==> src/rtl/riscv_fetch_ctrl.sv <==
// Fetch sequencer: one outstanding imem request, 1-entry decode buffer; >=3 cycles/instruction.
// Redirects override all states; decode backpressure holds the buffer stable and stalls new requests.
package riscv_fetch_pkg;
    typedef enum logic [1:0] {
        PC_HOLD     = 2'd0,
        PC_PLUS4    = 2'd1,
        PC_J_TARGET = 2'd2
    } pc_sel_t;
endpackage

module riscv_fetch_ctrl
    import riscv_fetch_pkg::*;
#(
    parameter int XLEN    = 32,
    parameter int TIMEOUT = 255
) (
    input  logic            clk,
    input  logic            x_reset,
    input  logic [XLEN-1:0] pc_in,
    output pc_sel_t         pc_sel,
    output logic [XLEN-1:0] jump_target,
    output logic            imem_req_valid,
    input  logic            imem_req_ready,
    output logic [XLEN-1:0] imem_req_addr,
    input  logic            imem_rsp_valid,
    input  logic [XLEN-1:0] imem_rsp_data,
    input  logic            redirect_valid,
    input  logic [XLEN-1:0] redirect_target,
    output logic            inst_valid,
    input  logic            inst_ready,
    output logic [XLEN-1:0] inst_data,
    output logic [XLEN-1:0] inst_pc,
    output logic            timeout_err,
    output logic [31:0]     fetch_count
);

    typedef enum logic [1:0] {
        ST_IDLE = 2'd0,
        ST_REQ  = 2'd1,
        ST_WAIT = 2'd2,
        ST_HOLD = 2'd3
    } state_t;

    localparam logic [31:0] TO_LIM = 32'(TIMEOUT);

    state_t          state_q, state_d;
    logic            drop_q, drop_d;
    logic [31:0]     wait_cnt_q, wait_cnt_d;
    logic [XLEN-1:0] req_pc_q;
    logic            inst_valid_q, inst_valid_d;
    logic [XLEN-1:0] inst_data_q, inst_pc_q;
    logic            timeout_err_q;
    logic [31:0]     fetch_count_q;

    logic            latch_req;
    logic            deliver;
    logic            fetch_inc;
    logic            set_timeout;

    always_ff @(posedge clk or posedge x_reset) begin
        if (x_reset) begin
            state_q       <= ST_IDLE;
            drop_q        <= 1'b0;
            wait_cnt_q    <= '0;
            req_pc_q      <= '0;
            inst_valid_q  <= 1'b0;
            inst_data_q   <= '0;
            inst_pc_q     <= '0;
            timeout_err_q <= 1'b0;
            fetch_count_q <= '0;
        end else begin
            state_q      <= state_d;
            drop_q       <= drop_d;
            wait_cnt_q   <= wait_cnt_d;
            inst_valid_q <= inst_valid_d;
            if (latch_req) begin
                req_pc_q <= pc_in;
            end
            if (deliver) begin
                inst_data_q <= imem_rsp_data;
                inst_pc_q   <= req_pc_q;
            end
            if (set_timeout) begin
                timeout_err_q <= 1'b1;
            end
            if (fetch_inc) begin
                fetch_count_q <= fetch_count_q + 32'd1;
            end
        end
    end

    always_comb begin
        state_d        = state_q;
        drop_d         = drop_q;
        wait_cnt_d     = wait_cnt_q;
        inst_valid_d   = inst_valid_q;
        pc_sel         = PC_HOLD;
        jump_target    = '0;
        imem_req_valid = 1'b0;
        imem_req_addr  = pc_in;
        latch_req      = 1'b0;
        deliver        = 1'b0;
        fetch_inc      = 1'b0;
        set_timeout    = 1'b0;

        case (state_q)
            ST_IDLE: begin
                state_d = ST_REQ;
            end
            ST_REQ: begin
                imem_req_valid = !redirect_valid;
                if (imem_req_valid && imem_req_ready) begin
                    pc_sel    = PC_PLUS4;
                    latch_req = 1'b1;
                    state_d   = ST_WAIT;
                end
            end
            ST_WAIT: begin
                if (imem_rsp_valid) begin
                    // A pending drop swallows this response and refetches from the new PC.
                    deliver    = !drop_q;
                    state_d    = drop_q ? ST_REQ : ST_HOLD;
                    drop_d     = 1'b0;
                    wait_cnt_d = '0;
                end else begin
                    if (wait_cnt_q != '1) begin
                        wait_cnt_d = wait_cnt_q + 32'd1;
                    end
                    if (TO_LIM != '0 && wait_cnt_d == TO_LIM) begin
                        set_timeout = 1'b1;
                    end
                end
            end
            ST_HOLD: begin
                if (inst_ready) begin
                    fetch_inc    = 1'b1;
                    inst_valid_d = 1'b0;
                    state_d      = ST_REQ;
                end
            end
            default: begin
                state_d = ST_IDLE;
            end
        endcase

        if (redirect_valid) begin
            pc_sel      = PC_J_TARGET;
            jump_target = redirect_target;
            case (state_q)
                ST_WAIT: begin
                    if (imem_rsp_valid) begin
                        deliver = 1'b0;
                        state_d = ST_REQ;
                        drop_d  = 1'b0;
                    end else begin
                        // Counter keeps running so a dead memory is still reported.
                        drop_d = 1'b1;
                    end
                end
                ST_HOLD: begin
                    inst_valid_d = 1'b0;
                    state_d      = ST_REQ;
                end
                default: begin
                    state_d = ST_REQ;
                end
            endcase
        end

        if (deliver) begin
            inst_valid_d = 1'b1;
        end
    end

    assign inst_valid  = inst_valid_q;
    assign inst_data   = inst_data_q;
    assign inst_pc     = inst_pc_q;
    assign timeout_err = timeout_err_q;
    assign fetch_count = fetch_count_q;

endmodule

==> config.mk <==
export PLATFORM = sky130hd
export DESIGN_NAME = riscv_fetch_ctrl
export DESIGN_NICKNAME = d
export VERILOG_FILES = /design/src/rtl/riscv_fetch_ctrl.sv
export SDC_FILE = /design/constraint.sdc
export NUM_CORES = 1
export LEC_CHECK = 0
export CORE_ASPECT_RATIO = 0.6
export CORE_MARGIN = 2
export CORE_UTILIZATION = 47
export CTS_CLUSTER_DIAMETER = 80
export DETAILED_ROUTE_END_ITERATION = 10
export GPL_TIMING_DRIVEN = 0
export PLACE_DENSITY = 0.85
export SYNTH_ARGS = -nofsm -noshare
export SYNTH_HDL_FRONTEND = slang
export SYNTH_SLANG_ARGS = --single-unit
==> constraint.sdc <==
create_clock -name clk -period 8 [get_ports clk]
set_input_delay 2 -clock clk [delete_from_list [all_inputs] [get_ports clk]]
set_output_delay 2 -clock clk [all_outputs]
set_load 0.02 [all_outputs]
# == Word level (Yosys, flattened, before mapping) ==
# Index checks and enable logic that the tools add are counted.
# totals
ramBits,0
word_cells,59
in_bits,102
rom_bits,0
memories,0
reg_bits,165
latch_bits,0
# classes
n_bitwise,0
order_cmp,0
mux,39
n_reduce_logical,4
eq_ne,5
n_shift,0
div_mod_pow,0
n_mul,0
add_sub_neg,2
# ops
cell,count
2-to-1 mux 32 bit,5
"adder 32 x 1 -> 32 bit, second input constant",2
"equality test 32 x 8 -> 1 bit, second input constant",1
"inequality test 32 bit, second input constant",1
2-to-1 mux 1 bit,25
2-to-1 mux 2 bit,8
one-hot mux 2 bit (4 select lines),1
"equality test 2 bit, second input constant",2
"equality test 2 x 1 -> 1 bit, second input constant",1
zero test 1 bit,2
zero test 2 bit,1
logical AND 1 bit,1

# == Longest topological paths before layout ==
# logic_depth
word_depth,8
mapped_depth,9

# == Worst setup path after synthesis ==
# Ideal clock, no wire load.
# synth_path
kind,input-to-output
start,input port redirect_valid
end,output port pc_sel[0]
required_ns,6.000
n_path_buf,3
path_stages,6
setup_slack_ns,2.472
t_arrival_ns,3.528
cell_sequence,clkbuf_1 > nand2b_1 > nor2_1 > and2_1 > clkbuf_1 > buf_1
# synth_via
elab_chain_len,5
# synth_lines
item,line_no,rtl
from (decl),27,"input logic redirect_valid,"
zero test 1 bit,111,imem_req_valid = !redirect_valid;
logical AND 1 bit,112,if (imem_req_valid && imem_req_ready) begin
2-to-1 mux 1 bit,112,
2-to-1 mux 1 bit,106,case (state_q)
2-to-1 mux 2 bit *,146,if (redirect_valid) begin
to (decl),20,"output pc_sel_t pc_sel,"
# Mark *: on every way between the ends. The rest lies on a longest branch, timed or not.

# == Worst setup path in the final report ==
# Ends and elaborated chain as after synthesis.

==> flow_summary.yaml <==
placement:
  dpl.hpwl_mm: 16.71
  dp_cells: 1219
  place_congestion: 0.9857
  port_buffers: 264
  place_area_um2: 11070
floorplanning:
  die_w_um: 173.5
  core_area_um2: 16990
  fp.dieH_um: 105.7
  row_count: 37
  start_util: 0.4768
  pin_count: 267
  die_area_um2: 18340
clock_tree:
  cts_tree: "yes"
  postCtsSetupBuffers: 0
  cts_hold_buf: 0
  clkSinkCount: 165
  ctsRootBufferMaster: "clkbuf_16"
  clkLatencyLatePin_ns: 0.42
  cts_resized: 0
  cts.reportedPaths.clkPinSlew_ns: 0.07
  clockBufferDepth: 2
  numCtsBuffers: 17
  htreeDepth: 4
status:
  status: "finished clean"
detailed_routing:
  via_count: 6661
  drt_iter0_drc: 589
  routed_via_density: 5.325
  dr.pass1.iters: 6
  drc: 0
  antenna_left: 0
  wire_per_inst_um: 17.64
  wirelength_mm: 22.07
timing:
  clock_skew_ns: 0.01352
  finalSetupViolCount: 0
  max_slew.worst_pin.slew_ns: 0.7682
  tns_ns: 0
  finalCritPeriodShare: 0.8100
  hold_violations: 0
  max_freq_ghz: 0.1543
  slew_viol_final: 0
  rsz0062_at_grt: "no"
  period_needed_ns: 6.480
  slew_headroom: 0.4859
hold_path:
  min_from: "timeout_err$_DFFE_PP0P_"
  min_to: "timeout_err$_DFFE_PP0P_"
  whs_path_depth: 2
  min_path_type: "reg2reg"
worst_setup_path:
  rr_startpoint: "wait_cnt_q[0]$_DFFE_PP0P_"
  cp.required_ns: 6.00
  cpPeakStageDelay_ns: 0.74
  cp-end-kind: "output port"
  worstSetupPathType: "in2out"
  crit_top_cell: "clkbuf_1"
  critPathSlowestCell: "clkdlybuf4s50_1"
  path_max_fanout: 10
  cp-start-kind: "primary input"
  r2r_cells: 9
  reg2reg_to: "timeout_err$_DFFE_PP0P_"
  critical_path.cell_chain: "clkbuf_1, nand2b_1, nor2_1, and2_1, clkbuf_1, buf_1, clkdlybuf4s50_1"
  r2r_setup_slack_ns: 4.19
  arrival_ns: 4.48
logic_synthesis:
  yosys_warnings: 0
  synth_fp_nets: 824
  yosys-mux-area-fraction: 0.1373
  synth_most_common_cell: "dfrtp_1"
  syn_area_um2: 8102
  synthAdderAreaFrac: 0.003089
  synth_seq_cells: 165
  async_flop_share: 1.000
  yosys.area.top_type_share: 0.5097
  synthTopCellsByCount: "165 x dfrtp_1, 97 x mux2_2, 51 x nand2_1, 51 x o21ai_0, 36 x and2_1"
  synth_flop_cell: "dfrtp_1"
  synthCells: 720
  synth_edf_count: 0
  synth_xor_area_frac: 0.04649
  synthSimpleGateAreaFrac: 0.1575
  avgSynthCellArea_um2: 11.25
  synth.distinct_cells: 55
  synth_top_family_by_area: "simple AND/OR/NAND/NOR gates"
  synth_compound_area_frac: 0.09189
  synth_area_leaders: "dfrtp_1 51%, mux2_2 13%, o21ai_0 3.2%, buf_4 3.1%, xnor2_1 3.0%"
  synth_area_leader_cell: "dfrtp_1"
  yosysSeqAreaShare: 0.5097
global_route:
  grt_start_max_net_pins: 130
  grt_overflow: 0
  use_met1: 0.3494
  antenna_found_initial: 0
  met2_usage: 0.3711
  met3_usage: 0.05808
  grt.busiest_layer: "met2"
  track_usage: 0.2416
  grt_pass1_vias: 6430
  grt_pass1_wl_mm: 34.93
final_layout:
  antenna_cells: 0
  instances_no_fill: 1251
  finalInstanceArea_um2: 11620
  drive_gt1_frac: 0.1967
  areaGrowthSynthToFinish_pct: 43.46
  nNetsFinal: 1108
power_and_ir_drop:
  p_leak_uw: 0.004971
  p_per_area_nw_per_um2: 221.7
  worst_ir_drop_vdd_v: 0.0001374
  totalPowerFinal_uw: 2577
job:
  max-cap-violations: 0
[how the worst max path moves through the flow]
stage,from,end,slack [ns],cells past startpoint
global route,redirect_valid,pc_sel[0],1.37,7
CTS,redirect_valid,pc_sel[0],1.49,7
global placement,x_reset,inst_pc[4]$_DFFE_PP0P_,-0.60,2
finish,redirect_valid,pc_sel[0],1.52,7
floorplan,x_reset,asynchronous set/reset pin,1.54,1
detailed placement,redirect_valid,pc_sel[0],1.50,7
[worst max-delay path, delay by kind of cell]
| family | cells | cell delay (ns) |
|---|---|---|
| simple gates | 3 | 0.53 |
| buf+inv | 4 | 1.93 |
[per-layer routing]
layer,wire length [µm],part of all wire,vias to the layer above
li1,-,-,3109
met1,10120,0.46,3261
met2,9997,0.45,278
met3,1798,0.081,13
met4,155,0.0070,0
met5,0,0,-
[power breakdown]
part / internal [µW] / switching, µW
Sequential: 992 / 97.4
Clock: 407 / 362
Combinational: 386 / 333
Total: 1790 / 792
[flip-flops by register name, summed over array words and instances, names as in the netlist, named ones only]
| register | flops |
|---|---|
| inst_valid | 1 |
| req_pc_q | 32 |
| inst_pc | 32 |
| state_q | 2 |
| fetch_count | 32 |
| wait_cnt_q | 32 |
| timeout_err | 1 |
| inst_data | 32 |
[logic make-up after synthesis]
kind of cell,count (synthesis)
adder cells (fa/ha/maj),2
buffers and inverters,79
AND/OR/NAND/NOR,222
multiplexers,99
flip-flops,165
XOR/XNOR,43
AO/OA/AOI/OAI,110
[per-stage QoR]
stage	worst slack (ns)	hold slack (ns)	utilization
after floorplan	1.538	0.4767	-
after global placement	-0.6021	0.4615	0.6496
after detailed placement	1.498	0.4637	0.6517
after CTS	1.489	0.4780	0.6841
after global routing	1.375	0.4964	0.6841
final	1.520	0.4779	0.6841
[placed cells by master, fill, tap and decap left out, types with 28 or more instances in the layout]
cell / count
nand3_1: 29
nor2_1: 28
mux2_2: 97
nand2_1: 51
buf_4: 33
xnor2_1: 28
dfrtp_1: 165
clkdlybuf4s50_1: 264
o21ai_0: 51
and2_1: 36
[area by class of cell]
class | count | area, µm²
fill | 1268 | 5368
clock inverter | 13 | 117.6
buffer | 75 | 422.9
clock buffer | 19 | 432.9
inverter | 4 | 22.52
sequential | 165 | 4129
tap | 234 | 292.8
multi-input combinational | 476 | 3535
timing repair buffer | 265 | 2670
Power figures use the tool's default switching activity.
